<file path="src/rtl/viterbi_decoder_k3_pkg.sv">
// rtl/viterbi_decoder_k3_pkg.sv - shared constants, state type and trellis helpers for the K=3 decoder
package viterbi_decoder_k3_pkg;

  localparam logic [2:0] G1 = 3'b110;
  localparam logic [2:0] G2 = 3'b111;

  // {u_{n-1}, u_{n-2}}, newest bit in the MSB
  typedef logic [1:0] state_t;

  // Encoder output {p1, p0} when input u leaves state s
  function automatic logic [1:0] expected_sym(input state_t s, input logic u);
    logic [2:0] taps;
    taps = {u, s};
    return {^(taps & G2), ^(taps & G1)};
  endfunction

  function automatic logic [1:0] hamming2(input logic [1:0] a, input logic [1:0] b);
    logic [1:0] x;
    x = a ^ b;
    return {x[1] & x[0], x[1] ^ x[0]};
  endfunction

endpackage

</file>
<file path="src/rtl/viterbi_decoder_k3_if.sv">
// rtl/viterbi_decoder_k3_if.sv - symbol-in / decoded-bit-out bundle for the K=3 decoder
interface viterbi_decoder_k3_if #(parameter int MW = 6);
  logic          clear;
  logic          in_valid;
  logic [1:0]    sym;
  logic          out_valid;
  logic          out_bit;
  logic [MW-1:0] best_metric;

  modport master (output clear, in_valid, sym, input out_valid, out_bit, best_metric);
  modport slave  (input clear, in_valid, sym, output out_valid, out_bit, best_metric);
endinterface

</file>
<file path="src/rtl/viterbi_acs_k3.sv">
// rtl/viterbi_acs_k3.sv - one add-compare-select butterfly half for the K=3 trellis
module viterbi_acs_k3 #(
  parameter int MW = 6
) (
  input  logic [MW-1:0] metric0_i,
  input  logic [MW-1:0] metric1_i,
  input  logic [1:0]    bm0_i,
  input  logic [1:0]    bm1_i,
  output logic [MW-1:0] metric_o,
  output logic          dec_o,
  output logic          ovf_o
);
  logic [MW:0] sum0, sum1;

  always_comb begin
    sum0 = {1'b0, metric0_i} + {{(MW-1){1'b0}}, bm0_i};
    sum1 = {1'b0, metric1_i} + {{(MW-1){1'b0}}, bm1_i};
    // Strict compare: a tie keeps the b=0 predecessor
    dec_o    = (sum1 < sum0);
    metric_o = dec_o ? sum1[MW-1:0] : sum0[MW-1:0];
    ovf_o    = dec_o ? sum1[MW] : sum0[MW];
  end
endmodule

</file>
<file path="src/rtl/viterbi_decoder_k3.sv">
// rtl/viterbi_decoder_k3.sv - hard-decision register-exchange Viterbi decoder, rate 1/2, K=3
module viterbi_decoder_k3
  import viterbi_decoder_k3_pkg::*;
#(
  parameter int D  = 15,
  parameter int MW = 6
) (
  input logic                  CLK,
  input logic                  RST_N,
  viterbi_decoder_k3_if.slave  bus
);
  localparam int            CW      = $clog2(D + 1);
  localparam logic [CW-1:0] FILL_MAX = CW'(D);
  localparam logic [MW-1:0] INIT_HI = {1'b0, {(MW-1){1'b1}}};

  logic [MW-1:0] metric_q [4];
  logic [MW-1:0] metric_d [4];
  logic [MW-1:0] acs_m [4];
  logic [MW-1:0] metric_new [4];
  logic [D-1:0]  surv_q [4];
  logic [D-1:0]  surv_d [4];
  logic [D-1:0]  surv_new [4];
  logic          dec [4];
  logic          ovf [4];
  logic [CW-1:0] fill_q, fill_d;
  logic          out_valid_q, out_valid_d;
  logic          out_bit_q, out_bit_d;
  logic [MW-1:0] best_metric_q, best_metric_d;
  logic          norm;
  state_t        best_cur, best_new;

  for (genvar ns = 0; ns < 4; ns++) begin : g_acs
    localparam state_t NS = state_t'(ns);
    localparam state_t P0 = {NS[0], 1'b0};
    localparam state_t P1 = {NS[0], 1'b1};
    logic [1:0] bm0, bm1;

    assign bm0 = hamming2(bus.sym, expected_sym(P0, NS[1]));
    assign bm1 = hamming2(bus.sym, expected_sym(P1, NS[1]));

    viterbi_acs_k3 #(.MW(MW)) u_acs (
      .metric0_i (metric_q[P0]),
      .metric1_i (metric_q[P1]),
      .bm0_i     (bm0),
      .bm1_i     (bm1),
      .metric_o  (acs_m[ns]),
      .dec_o     (dec[ns]),
      .ovf_o     (ovf[ns])
    );

    assign surv_new[ns] = dec[ns] ? {surv_q[P1][D-2:0], NS[1]} : {surv_q[P0][D-2:0], NS[1]};
  end

  // Clearing the MSB is the subtraction of 2^(MW-1) once every metric has it set
  always_comb begin
    norm = 1'b1;
    for (int i = 0; i < 4; i++) norm = norm & acs_m[i][MW-1];
    for (int i = 0; i < 4; i++) metric_new[i] = norm ? {1'b0, acs_m[i][MW-2:0]} : acs_m[i];
  end

  always_comb begin
    best_cur = '0;
    best_new = '0;
    for (int i = 1; i < 4; i++) begin
      if (metric_q[i] < metric_q[best_cur])     best_cur = state_t'(i);
      if (metric_new[i] < metric_new[best_new]) best_new = state_t'(i);
    end
  end

  always_comb begin
    metric_d      = metric_q;
    surv_d        = surv_q;
    fill_d        = fill_q;
    out_valid_d   = 1'b0;
    out_bit_d     = out_bit_q;
    best_metric_d = best_metric_q;
    if (bus.clear) begin
      metric_d[0] = '0;
      for (int i = 1; i < 4; i++) metric_d[i] = INIT_HI;
      for (int i = 0; i < 4; i++) surv_d[i] = '0;
      fill_d        = '0;
      best_metric_d = '0;
    end else if (bus.in_valid) begin
      metric_d      = metric_new;
      surv_d        = surv_new;
      best_metric_d = metric_new[best_new];
      if (fill_q == FILL_MAX) begin
        out_valid_d = 1'b1;
        out_bit_d   = surv_q[best_cur][D-1];
      end else begin
        fill_d = fill_q + 1'b1;
      end
    end
  end

  always_ff @(posedge CLK or negedge RST_N) begin
    if (!RST_N) begin
      metric_q[0] <= '0;
      for (int i = 1; i < 4; i++) metric_q[i] <= INIT_HI;
      for (int i = 0; i < 4; i++) surv_q[i] <= '0;
      fill_q        <= '0;
      out_valid_q   <= 1'b0;
      out_bit_q     <= 1'b0;
      best_metric_q <= '0;
    end else begin
      metric_q      <= metric_d;
      surv_q        <= surv_d;
      fill_q        <= fill_d;
      out_valid_q   <= out_valid_d;
      out_bit_q     <= out_bit_d;
      best_metric_q <= best_metric_d;
    end
  end

  always @(posedge CLK) begin
    if (RST_N && bus.in_valid && !bus.clear)
      assert (!(ovf[0] | ovf[1] | ovf[2] | ovf[3]));
  end

  assign bus.out_valid   = out_valid_q;
  assign bus.out_bit     = out_bit_q;
  assign bus.best_metric = best_metric_q;
endmodule

</file>
<file path="src/flat_wrapper.sv">
// flat-port wrapper written by rule: the top's interface ports become plain ports
module viterbi_decoder_k3_flat import viterbi_decoder_k3_pkg::*;
#(
  parameter int D  = 15,
  parameter int MW = 6
)
  (CLK, RST_N, bus_clear, bus_in_valid, bus_sym, bus_out_valid, bus_out_bit, bus_best_metric);
  viterbi_decoder_k3_if #(.MW(MW)) bus_i ();
  input logic CLK;
  input logic RST_N;
  input wire logic [$bits(bus_i.clear)-1:0] bus_clear;
  input wire logic [$bits(bus_i.in_valid)-1:0] bus_in_valid;
  input wire logic [$bits(bus_i.sym)-1:0] bus_sym;
  output wire logic [$bits(bus_i.out_valid)-1:0] bus_out_valid;
  output wire logic [$bits(bus_i.out_bit)-1:0] bus_out_bit;
  output wire logic [$bits(bus_i.best_metric)-1:0] bus_best_metric;
  assign bus_i.clear = bus_clear;
  assign bus_i.in_valid = bus_in_valid;
  assign bus_i.sym = bus_sym;
  assign bus_out_valid = bus_i.out_valid;
  assign bus_out_bit = bus_i.out_bit;
  assign bus_best_metric = bus_i.best_metric;
  viterbi_decoder_k3 #(.D(D), .MW(MW)) u_core (.CLK(CLK), .RST_N(RST_N), .bus(bus_i));
endmodule
</file>
<file path="config.mk">
export PLATFORM = sky130hd
export DESIGN_NAME = viterbi_decoder_k3_flat
export DESIGN_NICKNAME = d
export VERILOG_FILES = /design/src/rtl/viterbi_decoder_k3_pkg.sv /design/src/rtl/viterbi_decoder_k3_if.sv /design/src/rtl/viterbi_acs_k3.sv /design/src/rtl/viterbi_decoder_k3.sv /design/src/flat_wrapper.sv
export SDC_FILE = /design/constraint.sdc
export NUM_CORES = 1
export LEC_CHECK = 0
export BUFFER_PORTS_ARGS = -buffer_cell sky130_fd_sc_hd__buf_2
export CAP_MARGIN = 10
export CORE_ASPECT_RATIO = 1.25
export CORE_UTILIZATION = 50
export CTS_BUF_LIST = sky130_fd_sc_hd__clkbuf_4
export DETAILED_ROUTE_END_ITERATION = 8
export GPL_TIMING_DRIVEN = 0
export PLACE_DENSITY = 0.68
export SLEW_MARGIN = 25
export SYNTH_ARGS = -nofsm -noshare
export SYNTH_HDL_FRONTEND = slang
export SYNTH_HIERARCHICAL = 1
export SYNTH_SLANG_ARGS = --single-unit
</file>
<file path="constraint.sdc">
create_clock -name CLK -period 7.7 [get_ports CLK]
set_input_delay 1.54 -clock CLK [delete_from_list [all_inputs] [get_ports CLK]]
set_output_delay 1.54 -clock CLK [all_outputs]
set_load 0.01 [all_outputs]
</file>
# --- After elaboration in Yosys (flattened, before gate mapping) ---
# Index checks and enable logic that the tools add are counted.
op_classes:
  addsub: 9
  magnitude_cmp: 16
  n_eq_ne: 2
  mux: 48
  bitwise_logic: 21
  n_reduce_logical: 3
ops:
  columns: ["cell", "n"]
  rows:
  - ["6-bit 2-to-1 mux", 20]
  - ["60-bit 2-to-1 mux", 2]
  - ["15-bit 2-to-1 mux", 6]
  - ["6-bit binary-select mux with 2-bit select", 5]
  - ["6-bit by 2-bit adder with 7-bit output", 8]
  - ["24-bit 2-to-1 mux", 2]
  - ["6-bit less-than comparator", 6]
  - ["15-bit binary-select mux with 2-bit select", 1]
  - ["7-bit less-than comparator", 4]
  - ["3-bit greater-or-equal comparator (second input constant)", 6]
  - ["4-bit 2-to-1 mux", 3]
  - ["2-bit NOT with 3-bit output", 4]
  - ["2-bit 2-to-1 mux", 4]
  - ["1-bit AND", 7]
  - ["1-bit NOT with 3-bit output", 2]
  - ["1-bit 2-to-1 mux", 5]
  - ["4-bit by 1-bit adder with 4-bit output (second input constant)", 1]
  - ["4-bit == test (second input constant)", 1]
  - ["1-bit bitwise XOR", 4]
  - ["1-bit NOT", 3]
  - ["3-bit AND reduction", 1]
  - ["2-bit inequality test (second input constant)", 1]
  - ["2-bit NOT", 1]
  - ["2-bit AND reduction", 1]
  - ["2-bit nonzero test", 1]
totals:
  register_bits: 96
  inputBits: 6
  out_inout_bits: 8
  wordCells: 111

# --- Longest topological paths before layout ---
# Gate-level depths: netlist (run 1).
logic_depth:
  depth_word: 29
  mapped_depth: 38
  mapped_depth_nobuf: 35

# --- Modules after synthesis ---
# The synthesis (run 1) kept the hierarchy.
modules_own_cells:
  columns: ["module", "instances", "cells_each", "area_each_um2"]
  rows:
  - ["viterbi_decoder_k3", 1, 546, 5352.6]
  - ["viterbi_acs_k3 (u_core.g_acs[1].u_acs ...)", 3, 59, 500.5]
  - ["viterbi_acs_k3 (u_core.g_acs[0].u_acs)", 1, 60, 493.0]

# --- Worst setup path before layout (run 1) ---
# OpenSTA, ideal clock, no wires.
synth_timing:
  kind: "input to register"
  startpoint: "in bus_sym[0]"
  endpoint: "reg u_core.best_metric_q[0], in the netlist u_core/bus.best_metric[0]"
  setup_ns: 0.124
  arrival_time_ns: 8.279
  path_slack_ns: -0.703
  stages: 37
  path_cell_list: "inv_1 > ha_1 > inv_1 > ha_1 > fa_1 > xnor2_1 > inv_1 > ha_1 > a21o_1 > a31oi_2 > o21ai_4 > inv_4 > mux2i_1 > inv_1 > o31ai_1 > ha_1 > a21oi_2 > o21ai_2 > o21ba_1 > buf_2 > mux2i_1 > ha_1 > a211oi_2 > nor2_1 > nor4b_1 > a211oi_1 > clkbuf_1 > nand2_1 > o21ai_1 > ha_1 > a21o_1 > a21o_1 > a21oi_1 > nand2_1 > buf_6 > nor3b_1 > o31a_1"
synth_via:
  elab_cells_between_ends: 53
  cone_classes: "add/sub (8); order compare (7); mux (22); bitwise (16)"
synth_lines:
  columns: ["item", "line", "rtl"]
  rows:
  - ["start: declaration", "flat_wrapper.sv:13", "input wire logic [$bits(bus_i.sym)-1:0] bus_sym;"]
  - ["1-bit bitwise XOR (*)", "viterbi_decoder_k3_pkg.sv:20", "return {x[1] & x[0], x[1] ^ x[0]};"]
  - ["named net u_core.g_acs[0].bm0[0]", "viterbi_decoder_k3.sv:36", "logic [1:0] bm0, bm1;"]
  - ["6-bit by 2-bit adder with 7-bit output", "viterbi_acs_k3.sv:16", "sum0 = {1'b0, metric0_i} + {{(MW-1){1'b0}}, bm0_i};"]
  - ["7-bit less-than comparator", "viterbi_acs_k3.sv:19", "dec_o = (sum1 < sum0);"]
  - ["6-bit 2-to-1 mux", "viterbi_acs_k3.sv:20", "metric_o = dec_o ? sum1[MW-1:0] : sum0[MW-1:0];"]
  - ["1-bit AND (3 in a row)", "viterbi_decoder_k3.sv:57", "for (int i = 0; i < 4; i++) norm = norm & acs_m[i][MW-1];"]
  - ["6-bit 2-to-1 mux", "viterbi_decoder_k3.sv:58", "for (int i = 0; i < 4; i++) metric_new[i] = norm ? {1'b0, acs_m[i][MW-2:0]} : acs_m[i];"]
  - ["6-bit less-than comparator", "viterbi_decoder_k3.sv:66", "if (metric_new[i] < metric_new[best_new]) best_new = state_t'(i);"]
  - ["(+9 left out)", null, null]
  - ["6-bit 2-to-1 mux (implied by the code) (2 in a row)", "viterbi_decoder_k3.sv:66", null]
  - ["6-bit less-than comparator", "viterbi_decoder_k3.sv:66", null]
  - ["2-bit 2-to-1 mux", "viterbi_decoder_k3.sv:66", null]
  - ["2-bit NOT with 3-bit output (implied by the code)", "viterbi_decoder_k3.sv:86", "best_metric_d = metric_new[best_new];"]
  - ["6-bit binary-select mux with 2-bit select (*)", "viterbi_decoder_k3.sv:86", null]
  - ["6-bit 2-to-1 mux (implied by the code) (*) (2 in a row)", "viterbi_decoder_k3.sv:86", null]
  - ["6-bit 2-to-1 mux (*)", "viterbi_decoder_k3.sv:83", "end else if (bus.in_valid) begin"]
  - ["6-bit 2-to-1 mux (*)", "viterbi_decoder_k3.sv:77", "if (bus.clear) begin"]
  - ["end signal: assignment", "viterbi_decoder_k3.sv:111", "best_metric_q <= best_metric_d;"]
  - ["end: declaration", "viterbi_decoder_k3.sv:28", "logic [MW-1:0] best_metric_q, best_metric_d;"]
# Mark *: on every way through the listed nets, which the timed path passes. The rest lies on a longest branch. The select of a mux whose other input is x is not followed.
# A chain may end at the register's enable or synchronous reset.

==> impl_metrics.ini, run 1 <==
[outcome]
outcome = finished, violations left
violated_checks = setup timing

[die]
floorplan.core_area_um2 = 13990
start_util_pct = 52.07
boundaryPins = 14
num_rows = 48
die_h_um = 137.0
dieArea_um2 = 15060
die_boundary_width_um = 110.0

[finish]
fillerInstances = 1064
non_filler_cells_final = 1036
layout.nets = 946
drive_above_1_share_pct = 28.46
antenna_cells_inserted = 0
syn_to_final_growth_pct = 25.59

[clock_tree]
clk-insertion-delay-late_ns = 0.45
clock_sinks = 91
buffer_levels_on_the_longest_clock_path = 2
cts.root.buffer_cell = clkbuf_4
clock_slew_seen_by_the_registers_of_the_worst_setup_and_hold_paths_ns = 0.14
cts_hold_buf = 0
cts_tree = built
h_tree_levels = 3
cts_inserted_buffers = 9

[timing]
finalCriticalPeriod_ns = 8.035
finalWorstSetupSlack_ns = -0.3354
finalHoldViolations = 0
final.setup_skew_ns = 0.02340
post-route-period-util_pct = 104.4
unrepaired_setup_endpoints_after_global_routing = true
hold-worst-slack_ns = 0.5213
tightestPinTransition_ns = 0.9263
maxSlewViolCount = 0
fmax_ghz = 0.1244
finalSetupViolCount = 6
slew_headroom_pct = 36.48

[critical_path]
nature_of_the_critical_path_endpoint = register
worstPathArrival_ns = 8.38
worst_ep_required_ns = 8.05
critical-path-top-cell-by-count = ha_4
timing.critical_path.from_type = input port
timing.critical_path.slowest_stage_cell = fa_2
path_delay_family = compound AO/OA/AOI/OAI gates
setup.worst_path.class = input port to register
critical_path.max_fanout = 5
critPathMaxStageDelay_ns = 0.46
worst-path-buf-inv = 9

[grt]
grt_start_max_net_pins = 58
grt_first_pass_wirelength_mm = 33.20
antenna_found_initial = 0
gr-usage-all-layers_pct = 29.48
grt_overflow = 0
first_global_vias = 6580

[drt]
post_route_drc = 0
vias = 6476
drt.antenna.violating_nets = 0
drt_first_iter_violations = 331
routed_wirelength_mm = 21.70
drt_first_pass_iters = 4
drt-vias-per-instance = 6.251
drt-wirelength-per-cell_um = 20.94

[synthesis]
syn_std_cell_area_um2 = 7286
postSynthCellCount = 778
syn_avg_cell_area_um2 = 9.365
mappedNetlistNets = 867
ys_warns = 6

[run]
cap_viol_max_count = 0

[placement]
place_congestion = 0.9118
dpl_worst_slack_ns = -1.303
buffer_ports.inserted = 11
dpl.cell_count = 965
dp_hpwl_mm = 14.67

[hold_path]
timing.hold.worst.class = register to register
[per-layer routing]
metal	global-route usage (%)	vias to the layer above	share of wire, %
met3	4.000	83	4.4
met1	33.44	3241	39
li1	-	2939	-
met2	51.49	213	51
met5	0	-	0
met4	18.59	0	5.8
[state kept, by name, summed over array words and instances, names as in the netlist]
signal and cells:
u_core/bus.best_metric 6, u_core/bus.out_bit 1, u_core/bus.out_valid 1, u_core/fill_q 4
u_core/metric_q 24, u_core/surv_q 55
[final timing paths]
check / endpoint / cells past startpoint / from / slack [ns]
worst min-delay path: u_core/surv_q[0]$_DFFE_PN0P_ / 2 / u_core/surv_q[0]$_DFFE_PN0P_ / 0.52
worst min register to register: u_core/surv_q[0]$_DFFE_PN0P_ / 2 / u_core/surv_q[0]$_DFFE_PN0P_ / 0.52
worst max-delay path: u_core/bus.best_metric[4]$_DFFE_PN0P_ / 38 / bus_sym[0] / -0.34
min in group asynchronous: u_core/surv_q[1]$_DFFE_PN0P_ / 1 / RST_N / 0.95
max in group asynchronous: u_core/metric_q[16]$_DFFE_PN1P_ / 2 / RST_N / 6.10
worst max register to register: u_core/bus.best_metric[4]$_DFFE_PN0P_ / 35 / u_core/metric_q[13]$_DFFE_PN1P_ / 0.53
[timing repair]
item                                    CTS  global route
endpoints found under the setup margin    6             6
buffers inserted                         41            16
endpoints found under the hold margin     0             0
gates resized for setup                  71            72
cloned                                    1             0
pin swaps                                34            43
[stage by stage]
stage	util [%]	cell area [um^2]	setup TNS, ns
floorplan	-	7472	-1.313
global placement	55.36	7746	-6.680
detailed placement	55.60	7780	-7.429
CTS	61.29	8577	-0.8248
global route	65.39	9150	-3.200
finish	65.39	9150	-1.826
[tightest hold or removal path, cell delays in order, from the launching register on]
cell,delay (ns)
dfrtp_1,0.37
nor2_1,0.05
nor2_1,0.07
[layout make-up]
type                            instances  area (um^2)  area share, %
Inverter                               54        222.7          2.434
Clock buffer                           11        82.58         0.9025
Clock inverter                          4        42.54         0.4649
Buffer                                 38        153.9          1.682
Tap cell                              175        219.0          2.393
Sequential cell                        91         2296          25.09
Multi-Input combinational cell        594         5569          60.86
Timing Repair Buffer                   69        564.3          6.167
[placed cells by master, fill, tap and decap left out, types with 16 or more instances in the layout]
cell type	n
dfrtp_1	76
clkbuf_1	28
and2_1	16
inv_1	40
nor2_1	78
mux2i_1	73
buf_4	53
a211oi_1	51
ha_1	44
a21oi_1	25
nand2_1	43
ha_4	26
a211o_1	16
Power of run 1 is left out: the tool's default activity adds up to more than one toggle a clock period on the data nets, which glitch-free logic cannot reach.
==> run 2: changes to the inputs <==
--- a/config.mk
+++ b/config.mk
@@ -13,6 +13,7 @@
 export DETAILED_ROUTE_END_ITERATION = 8
 export GPL_TIMING_DRIVEN = 0
 export PLACE_DENSITY = 0.68
+export RECOVER_POWER = 50
 export SLEW_MARGIN = 25
 export SYNTH_ARGS = -nofsm -noshare
 export SYNTH_HDL_FRONTEND = slang
==> run 2 against run 1 <==
The flow finishes with violations (capacitance limit, slew limit, setup timing). Clock-buffer cell count unchanged. Global-route usage unchanged. Register-to-register slack about the same. Via count decreased by 1.1%. Clock skew about the same. Hold slack improved by 0.0062 ns. Sequential cell count unchanged. Setup slack got worse by 0.0086 ns. Die area unchanged. Maximum frequency decreased by 0.11%. Critical path depth unchanged. Cell area decreased by 0.34%.
==> impl_metrics.ini, run 2 (synthesis results as in run 1) <==
[grt]
antenna_found_initial = 0
grt_overflow = 0
grt_first_pass_wirelength_mm = 33.20
gr-usage-all-layers_pct = 29.48
first_global_vias = 6580
grt_start_max_net_pins = 58

[die]
floorplan.core_area_um2 = 13990
num_rows = 48
die_boundary_width_um = 110.0
dieArea_um2 = 15060
boundaryPins = 14
start_util_pct = 52.07
die_h_um = 137.0

[critical_path]
timing.critical_path.from_type = input port
worstPathArrival_ns = 8.39
critical-path-top-cell-by-count = ha_4
nature_of_the_critical_path_endpoint = register
path_delay_family = compound AO/OA/AOI/OAI gates
setup.worst_path.class = input port to register
critPathMaxStageDelay_ns = 0.46
timing.critical_path.slowest_stage_cell = fa_2
worst-path-buf-inv = 9
critical_path.max_fanout = 5
worst_ep_required_ns = 8.05

[finish]
layout_commonest_cell = nor2_1
layout.cells.most_common_list = nor2_1 (78), dfrtp_1 (76), mux2i_1 (73)
finalCoreUtilization_pct = 65.16
syn_to_final_growth_pct = 25.16
non_filler_cells_final = 1036
drive_above_1_share_pct = 28.22
finished_cell_area_um2 = 9119
layout.nets = 946
antenna_cells_inserted = 0
fillerInstances = 1070
largest_reg_flops = 55
largest_register = u_core/surv_q

[timing]
post-route-period-util_pct = 104.5
slew_headroom_pct = -101.1
finalWorstSetupSlack_ns = -0.3440
totalNegativeSetupSlack_ns = -1.866
final.setup_skew_ns = 0.02388
unrepaired_setup_endpoints_after_global_routing = true
tightestPinTransition_ns = 3.017
finalSetupViolCount = 6
finalHoldViolations = 0
fmax_ghz = 0.1243
finalCriticalPeriod_ns = 8.044
maxSlewViolCount = 94

[clock_tree]
cts_inserted_buffers = 9
buffer_levels_on_the_longest_clock_path = 2
clock_sinks = 91
clk-insertion-delay-late_ns = 0.46
cts_hold_buf = 0
h_tree_levels = 3
cts_tree = built
clock_slew_seen_by_the_registers_of_the_worst_setup_and_hold_paths_ns = 0.14
cts.root.buffer_cell = clkbuf_4

[drt]
post_route_drc = 0
drt_first_iter_violations = 394
drt-wirelength-per-cell_um = 20.91
drt-vias-per-instance = 6.181
drt.antenna.violating_nets = 0
drt_first_pass_iters = 5
vias = 6404
routed_wirelength_mm = 21.66

[hold_path]
timing.hold.worst.class = register to register

[placement]
place_congestion = 0.9118
buffer_ports.inserted = 11
dp_hpwl_mm = 14.67
placed_area_um2 = 7780
dpl.cell_count = 965

[outcome]
outcome = finished, violations left
violated_checks = capacitance limit, slew limit, setup timing

[run]
cap_viol_max_count = 2
==> run 2: through the flow <==
| step | setup WS [ns] | hold slack (ns) |
|---|---|---|
| final | -0.3440 | 0.5274 |
| after global routing | -0.5774 | 0.5443 |
| after CTS | -0.2253 | 0.5276 |
| after detailed placement | -1.303 | 0.4824 |
| after global placement | -1.181 | 0.4888 |
| after floorplan | -0.2823 | 0.4661 |
==> run 2: per-layer routing <==
metal	vias up	track usage, %	wire, um
li1	2941	-	-
met1	3175	33.44	8437
met2	212	51.49	11070
met3	76	4.000	935
met4	0	18.59	1213
met5	-	0	0
==> run 2: layout make-up <==
type | count | area (um^2) | share of cell area [%]
Multi-Input combinational cell | 594 | 5569 | 61.07
Buffer | 38 | 153.9 | 1.688
Timing Repair Buffer | 69 | 533.0 | 5.845
Clock inverter | 4 | 42.54 | 0.4665
Inverter | 54 | 222.7 | 2.442
Tap cell | 175 | 219.0 | 2.401
Clock buffer | 11 | 82.58 | 0.9056
Sequential cell | 91 | 2296 | 25.18
==> run 2: tightest hold or removal path: stages (launching register included) <==
cell	delay, ns
dfrtp_1	0.38
nor2_1	0.05
nor2_1	0.07
==> run 2: worst paths after layout <==
check,slack (ns),startpoint,endpoint,cells past startpoint
worst max-delay path,-0.34,bus_sym[0],u_core/bus.best_metric[4]$_DFFE_PN0P_,38
worst min-delay path,0.53,u_core/surv_q[0]$_DFFE_PN0P_,u_core/surv_q[0]$_DFFE_PN0P_,2
min in group asynchronous,1.54,RST_N,u_core/bus.best_metric[5]$_DFFE_PN0P_,1
max in group asynchronous,2.54,RST_N,u_core/metric_q[18]$_DFFE_PN0P_,2
worst min register to register,0.53,u_core/surv_q[0]$_DFFE_PN0P_,u_core/surv_q[0]$_DFFE_PN0P_,2
worst max register to register,0.52,u_core/metric_q[13]$_DFFE_PN1P_,u_core/bus.best_metric[4]$_DFFE_PN0P_,35
==> run 2: repair_timing <==
action | CTS | global route
gates resized for setup | 71 | 72
setup buffers | 41 | 16
pin swaps | 34 | 43
gates cloned | 1 | 0
setup endpoints to repair | 6 | 6
Power of run 2 is left out for the same reason.
